===== config.mk =====
export PLATFORM = sky130hd
export DESIGN_NAME = universal_shift_reg_flat
export DESIGN_NICKNAME = d
export VERILOG_FILES = /design/src/rtl/universal_shift_reg_pkg.sv /design/src/rtl/universal_shift_reg_if.sv /design/src/rtl/universal_shift_reg_word_counter.sv /design/src/rtl/universal_shift_reg.sv /design/src/flat_wrapper.sv
export SDC_FILE = /design/constraint.sdc
export NUM_CORES = 1
export LEC_CHECK = 0
export BUFFER_PORTS_ARGS = -buffer_cell sky130_fd_sc_hd__clkbuf_2
export CORE_UTILIZATION = 45
export DETAILED_ROUTE_END_ITERATION = 10
export PLACE_DENSITY = 0.75
export SLEW_MARGIN = 5
export SYNTH_ARGS = -nofsm -noshare
export SYNTH_HDL_FRONTEND = slang
export SYNTH_SLANG_ARGS = --single-unit

===== constraint.sdc =====
create_clock -name clk -period 1.6 [get_ports clk]
set_input_delay 0.08 -clock clk [delete_from_list [all_inputs] [get_ports clk]]
set_output_delay 0.08 -clock clk [all_outputs]
set_load 0.005 [all_outputs]

===== src/rtl/universal_shift_reg_pkg.sv =====
// Shared definitions for the universal shift register: mode encodings,
// shift direction type and a small mode-decode helper.
package universal_shift_reg_pkg;

    localparam logic [1:0] MODE_HOLD    = 2'b00;
    localparam logic [1:0] MODE_SHIFT_L = 2'b01;
    localparam logic [1:0] MODE_SHIFT_R = 2'b10;
    localparam logic [1:0] MODE_LOAD    = 2'b11;

    typedef enum logic {
        DIR_L = 1'b0,
        DIR_R = 1'b1
    } dir_t;

    function automatic logic is_shift(input logic [1:0] mode);
        return (mode == MODE_SHIFT_L) || (mode == MODE_SHIFT_R);
    endfunction

endpackage


===== src/rtl/universal_shift_reg_if.sv =====
// Control/data bundle of the universal shift register. The master side
// drives mode and data; the slave side (the register) returns its state.
interface universal_shift_reg_if #(
    parameter int WIDTH = 8
) ();
    import universal_shift_reg_pkg::*;

    localparam int CNT_W = $clog2(WIDTH);

    logic             enable;
    logic [1:0]       mode;
    logic             rotate;
    logic             serial_in;
    logic [WIDTH-1:0] load_data;
    logic [WIDTH-1:0] data_out;
    logic             serial_out;
    logic [CNT_W-1:0] count;
    logic             word_done;

    modport master (
        output enable, mode, rotate, serial_in, load_data,
        input  data_out, serial_out, count, word_done
    );

    modport slave (
        input  enable, mode, rotate, serial_in, load_data,
        output data_out, serial_out, count, word_done
    );

endinterface


===== src/rtl/universal_shift_reg_word_counter.sv =====
// Counts shifts within a word of MAX bits and emits a registered one-cycle
// pulse when the MAX-th shift completes. Reusable by deserialisers.
module word_counter #(
    parameter  int MAX   = 8,
    localparam int CNT_W = $clog2(MAX)
) (
    input  logic             clk,
    input  logic             reset,
    input  logic             inc,
    input  logic             clr,
    output logic [CNT_W-1:0] count,
    output logic             done_pulse
);
    import universal_shift_reg_pkg::*;

    localparam logic [CNT_W-1:0] LAST = CNT_W'(MAX - 1);

    // Advance/wrap the in-word count; clear discards a partial word silently.
    always_ff @(posedge clk) begin
        if (reset || clr) begin
            count      <= '0;
            done_pulse <= 1'b0;
        end else if (inc) begin
            if (count == LAST) begin
                count      <= '0;
                done_pulse <= 1'b1;
            end else begin
                count      <= count + 1'b1;
                done_pulse <= 1'b0;
            end
        end else begin
            done_pulse <= 1'b0;
        end
    end

endmodule


===== src/rtl/universal_shift_reg.sv =====
// Universal shift register: left/right shift, rotate and parallel load,
// with a word counter flagging every completed word of WIDTH shifts.
module universal_shift_reg #(
    parameter int               WIDTH       = 8,
    parameter logic [WIDTH-1:0] RESET_VALUE = '0
) (
    input  logic                 clk,
    input  logic                 reset,
    universal_shift_reg_if.slave bus
);
    import universal_shift_reg_pkg::*;

    localparam int CNT_W = $clog2(WIDTH);

    logic [WIDTH-1:0] shreg;
    dir_t             last_dir;
    logic             shift_l;
    logic             shift_r;
    logic             do_load;
    logic             in_l;
    logic             in_r;
    logic [CNT_W-1:0] count;
    logic             word_done;

    assign shift_l = bus.enable && (bus.mode == MODE_SHIFT_L);
    assign shift_r = bus.enable && (bus.mode == MODE_SHIFT_R);
    assign do_load = bus.enable && (bus.mode == MODE_LOAD);

    // Bit entering at the vacated end: the leaving bit when rotating.
    assign in_l = bus.rotate ? shreg[WIDTH-1] : bus.serial_in;
    assign in_r = bus.rotate ? shreg[0]       : bus.serial_in;

    // Shift/load datapath and the direction of the most recent shift.
    always_ff @(posedge clk) begin
        if (reset) begin
            shreg    <= RESET_VALUE;
            last_dir <= DIR_L;
        end else if (shift_l) begin
            shreg    <= {shreg[WIDTH-2:0], in_l};
            last_dir <= DIR_L;
        end else if (shift_r) begin
            shreg    <= {in_r, shreg[WIDTH-1:1]};
            last_dir <= DIR_R;
        end else if (do_load) begin
            shreg    <= bus.load_data;
        end
    end

    word_counter #(
        .MAX (WIDTH)
    ) u_word_counter (
        .clk        (clk),
        .reset      (reset),
        .inc        (shift_l || shift_r),
        .clr        (do_load),
        .count      (count),
        .done_pulse (word_done)
    );

    assign bus.data_out   = shreg;
    assign bus.serial_out = (last_dir == DIR_L) ? shreg[WIDTH-1] : shreg[0];
    assign bus.count      = count;
    assign bus.word_done  = word_done;

`ifdef FORMAL
    logic past_valid;

    // Properties are only meaningful once the first reset has been seen.
    always_ff @(posedge clk) begin
        if (reset) begin
            past_valid <= 1'b1;
        end
    end

    // Invariants on count range, pulse origin and serial entry bit.
    always @(posedge clk) begin
        if (past_valid && !reset && !$past(reset)) begin
            assert (count <= CNT_W'(WIDTH - 1));
            if (word_done) begin
                assert (($past(shift_l) || $past(shift_r)) && ($past(count) == CNT_W'(WIDTH - 1)));
            end
            if ($past(shift_l) && !$past(bus.rotate)) begin
                assert (shreg[0] == $past(bus.serial_in));
            end
            if ($past(shift_r) && !$past(bus.rotate)) begin
                assert (shreg[WIDTH-1] == $past(bus.serial_in));
            end
        end
    end
`endif

endmodule


===== src/flat_wrapper.sv =====
// flat-port wrapper written by rule: the top's interface ports become plain ports
module universal_shift_reg_flat import universal_shift_reg_pkg::*;
#(
    parameter int               WIDTH       = 8,
    parameter logic [WIDTH-1:0] RESET_VALUE = '0
)
  (clk, reset, bus_enable, bus_mode, bus_rotate, bus_serial_in, bus_load_data, bus_data_out, bus_serial_out, bus_count, bus_word_done);
  universal_shift_reg_if #(.WIDTH(WIDTH)) bus_i ();
  input  logic clk;
  input  logic reset;
  input wire logic [$bits(bus_i.enable)-1:0] bus_enable;
  input wire logic [$bits(bus_i.mode)-1:0] bus_mode;
  input wire logic [$bits(bus_i.rotate)-1:0] bus_rotate;
  input wire logic [$bits(bus_i.serial_in)-1:0] bus_serial_in;
  input wire logic [$bits(bus_i.load_data)-1:0] bus_load_data;
  output wire logic [$bits(bus_i.data_out)-1:0] bus_data_out;
  output wire logic [$bits(bus_i.serial_out)-1:0] bus_serial_out;
  output wire logic [$bits(bus_i.count)-1:0] bus_count;
  output wire logic [$bits(bus_i.word_done)-1:0] bus_word_done;
  assign bus_i.enable = bus_enable;
  assign bus_i.mode = bus_mode;
  assign bus_i.rotate = bus_rotate;
  assign bus_i.serial_in = bus_serial_in;
  assign bus_i.load_data = bus_load_data;
  assign bus_data_out = bus_i.data_out;
  assign bus_serial_out = bus_i.serial_out;
  assign bus_count = bus_i.count;
  assign bus_word_done = bus_i.word_done;
  universal_shift_reg #(.WIDTH(WIDTH), .RESET_VALUE(RESET_VALUE)) u_core (.clk(clk), .reset(reset), .bus(bus_i));
endmodule

==> flow_metrics.env <==
export IMPL_cts_tree="done"
export IMPL_synth_top_area_share=0.367
export IMPL_die_h_um=41.7
export IMPL_drt_iter0_drc=21
export IMPL_drc=0
export IMPL_drv_slew=0
export IMPL_drive_gt1_frac=0.420
export IMPL_critPathSlowestCell="dfxtp_1"
export IMPL_ys_seq_area_frac=0.367
export IMPL_htreeDepth=1
export IMPL_dieArea_mm2=0.00174
export IMPL_track_usage=0.205
export IMPL_n_antenna_cell=0
export IMPL_nets=118
export IMPL_power_density_mw_per_mm2=827
export IMPL_p_comb_frac=0.205
export IMPL_reg2reg_depth=4
export IMPL_area_growth_pct=21.2
export IMPL_final_util=0.622
export IMPL_p_sw_mw=0.198
export IMPL_rows=13
export IMPL_path_common_cell="ha_1"
export IMPL_worst_setup_path_start_kind="flop"
export IMPL_drt_total_wl_um=1560
export IMPL_min_period_over_period=0.744
export IMPL_period_minus_slack_ns=1.19
export IMPL_critPathMaxFanout=4
export IMPL_crit_chain="ha_1 -> ha_1 -> a32oi_1 -> nor2_1"
export IMPL_synth_largest_area_cell="dfxtp_1"
export IMPL_rsz0062_at_grt="false"
export IMPL_status="finished clean"
export IMPL_p_clk_frac=0.282
export IMPL_clockBufferDepth=2
export IMPL_hold_violations=0
export IMPL_stdcell_area_um2=860
export IMPL_grt_pass1_wl_um=2770
export IMPL_clock_skew_ns=0.00228
export IMPL_min_path_type="primary input to flop"
export IMPL_total_power_mw=0.711
export IMPL_hold_path_depth=2
export IMPL_worst_slew_pin_slew_ns=0.400
export IMPL_io_pins=28
export IMPL_filler_cell_count=126
export IMPL_vias_per_cell=5.77
export IMPL_wl_per_cell_um=13.6
export IMPL_grt_ovfl_total=0
export IMPL_dr_pass1_iters=4
export IMPL_io_buffer_count=27
export IMPL_worstPathRequired_ns=1.76
export IMPL_antenna_found_initial=0
export IMPL_hpwl_um=1170
export IMPL_cts_buffers=3
export IMPL_max_stage_delay_ns=0.34
export IMPL_syn_num_nets=90
export IMPL_synth_warnings=0
export IMPL_p_int_mw=0.513
export IMPL_synth_cell_types=26
export IMPL_start_util=0.513
export IMPL_clkLatencyLatePin_ns=0.27
export IMPL_synth_seq_cells=13
export IMPL_grt_max_degree=15
export IMPL_yosys_top_cells_area="dfxtp_1 37%, mux2_2 9.5%, o22ai_1 6.2%"
export IMPL_critical_path_class="flop to flop"
export IMPL_die_w_um=41.7
export IMPL_clock_sinks=13
export IMPL_final_cell_mix="27 x clkbuf_2, 13 x dfxtp_1, 10 x nor2_1, 7 x o22ai_1, 6 x mux2_2"
export IMPL_syn_inst=73
export IMPL_ctsHoldBuffers=0
export IMPL_ir_drop_v=0.000492
export IMPL_syn_cell_area_um2=709
export IMPL_critPathArrivalTime_ns=1.35
export IMPL_p_seq_frac=0.512
export IMPL_clock_fmax_mhz=840
export IMPL_p_sw_frac=0.278
export IMPL_p_leak_nw=0.400
export IMPL_grt_pass1_vias=656
export IMPL_final_common_cell="clkbuf_2"
export IMPL_hold_slack_ns=0.189
export IMPL_placed_cell_area_um2=833
export IMPL_drv_cap=0
export IMPL_cts_resized=0
export IMPL_num_vias=664
export IMPL_clkTransAtPathRegs_ns=0.08
export IMPL_cp_end_kind="flop"
export IMPL_syn_avg_cell_area_um2=9.72
export IMPL_setup_viol=0
export IMPL_cts_setup_buffers=0
export IMPL_gp_congestion=0.728
export IMPL_ant_nets=0
export IMPL_placeableCoreArea_mm2=0.00138
export IMPL_maxSlewHeadroom=0.731
export IMPL_cts_root_buf="clkbuf_4"
export IMPL_final_setup_tns_ns=0
## routing by layer
layer | GRT usage | share of wire | up-vias
li1 | - | - | 327
met1 | 0.270 | 0.47 | 314
met2 | 0.313 | 0.47 | 19
met3 | 0.0261 | 0.038 | 4
met4 | 0.129 | 0.016 | 0
met5 | 0 | 0 | -
## worst paths after layout
kind,startpoint,end,slack [ns]
min,bus_enable,u_core.u_word_counter.done_pulse,0.19
max reg2reg,u_core.u_word_counter.count[0],u_core.u_word_counter.count[2],0.41
max,u_core.u_word_counter.count[0],u_core.u_word_counter.count[2],0.41
min reg2reg,u_core.last_dir,u_core.last_dir,0.50
## area by class of cell
class | instances | area (um^2) | share of cell area
multi-input combinational | 55 | 415 | 0.483
inverter | 1 | 3.75 | 0.00437
sequential | 13 | 260 | 0.303
clock buffer | 4 | 26.3 | 0.0306
tap | 15 | 18.8 | 0.0218
timing repair buffer | 27 | 135 | 0.157
## synth_stat cells
cell type  instances
a21oi_1            1
a22oi_1            1
a311o_1            1
a32oi_1            2
and4_1             1
buf_1              1
buf_4              2
buf_6              1
dfxtp_1           13
ha_1               2
inv_1              1
mux2_1             3
mux2_2             6
mux2i_1            2
nand2_1            3
nand3b_2           1
nor2_1            10
nor2b_1            1
nor3_1             4
nor3_2             3
nor3b_1            1
nor4_1             1
o21a_4             1
o21ai_0            3
o22ai_1            7
xor2_2             1
## flip-flops by register name (all words and copies together), names as in the netlist
register and cells:
u_core.u_word_counter.done_pulse 1, u_core.u_word_counter.count 3, u_core.bus.data_out 8, u_core.last_dir 1
## metrics by stage
stage	setup WS (ns)	instances
2_1_floorplan	0.491	73
3_5_place_dp	0.443	111
3_3_place_gp	0.463	111
5_1_grt	0.332	115
4_1_cts	0.414	115
6_report	0.409	115
## cell families after synthesis
kind of cell / share of synthesized area
AO/OA/AOI/OAI: 0.160
AND/OR/NAND/NOR: 0.196
XOR/XNOR: 0.0229
adder cells (fa/ha/maj): 0.0353
flip-flops: 0.367
buffers and inverters: 0.0476
multiplexers: 0.171
## power by group through the flow
stage	Clock [mW]	Combinational, mW	Sequential (mW)
2_1_floorplan	0	0.0965	0.369
3_3_place_gp	0	0.142	0.371
3_5_place_dp	0	0.145	0.372
4_1_cts	0.209	0.146	0.364
5_1_grt	0.221	0.162	0.368
6_report	0.201	0.146	0.364
## critical path, delay by kind of cell (launching register included)
kind            cells  cell delay [ns]
compound gates      1             0.20
fa+ha+maj           2             0.47
simple gates        1             0.06
flops               1             0.34
Power figures use the tool's default switching activity.
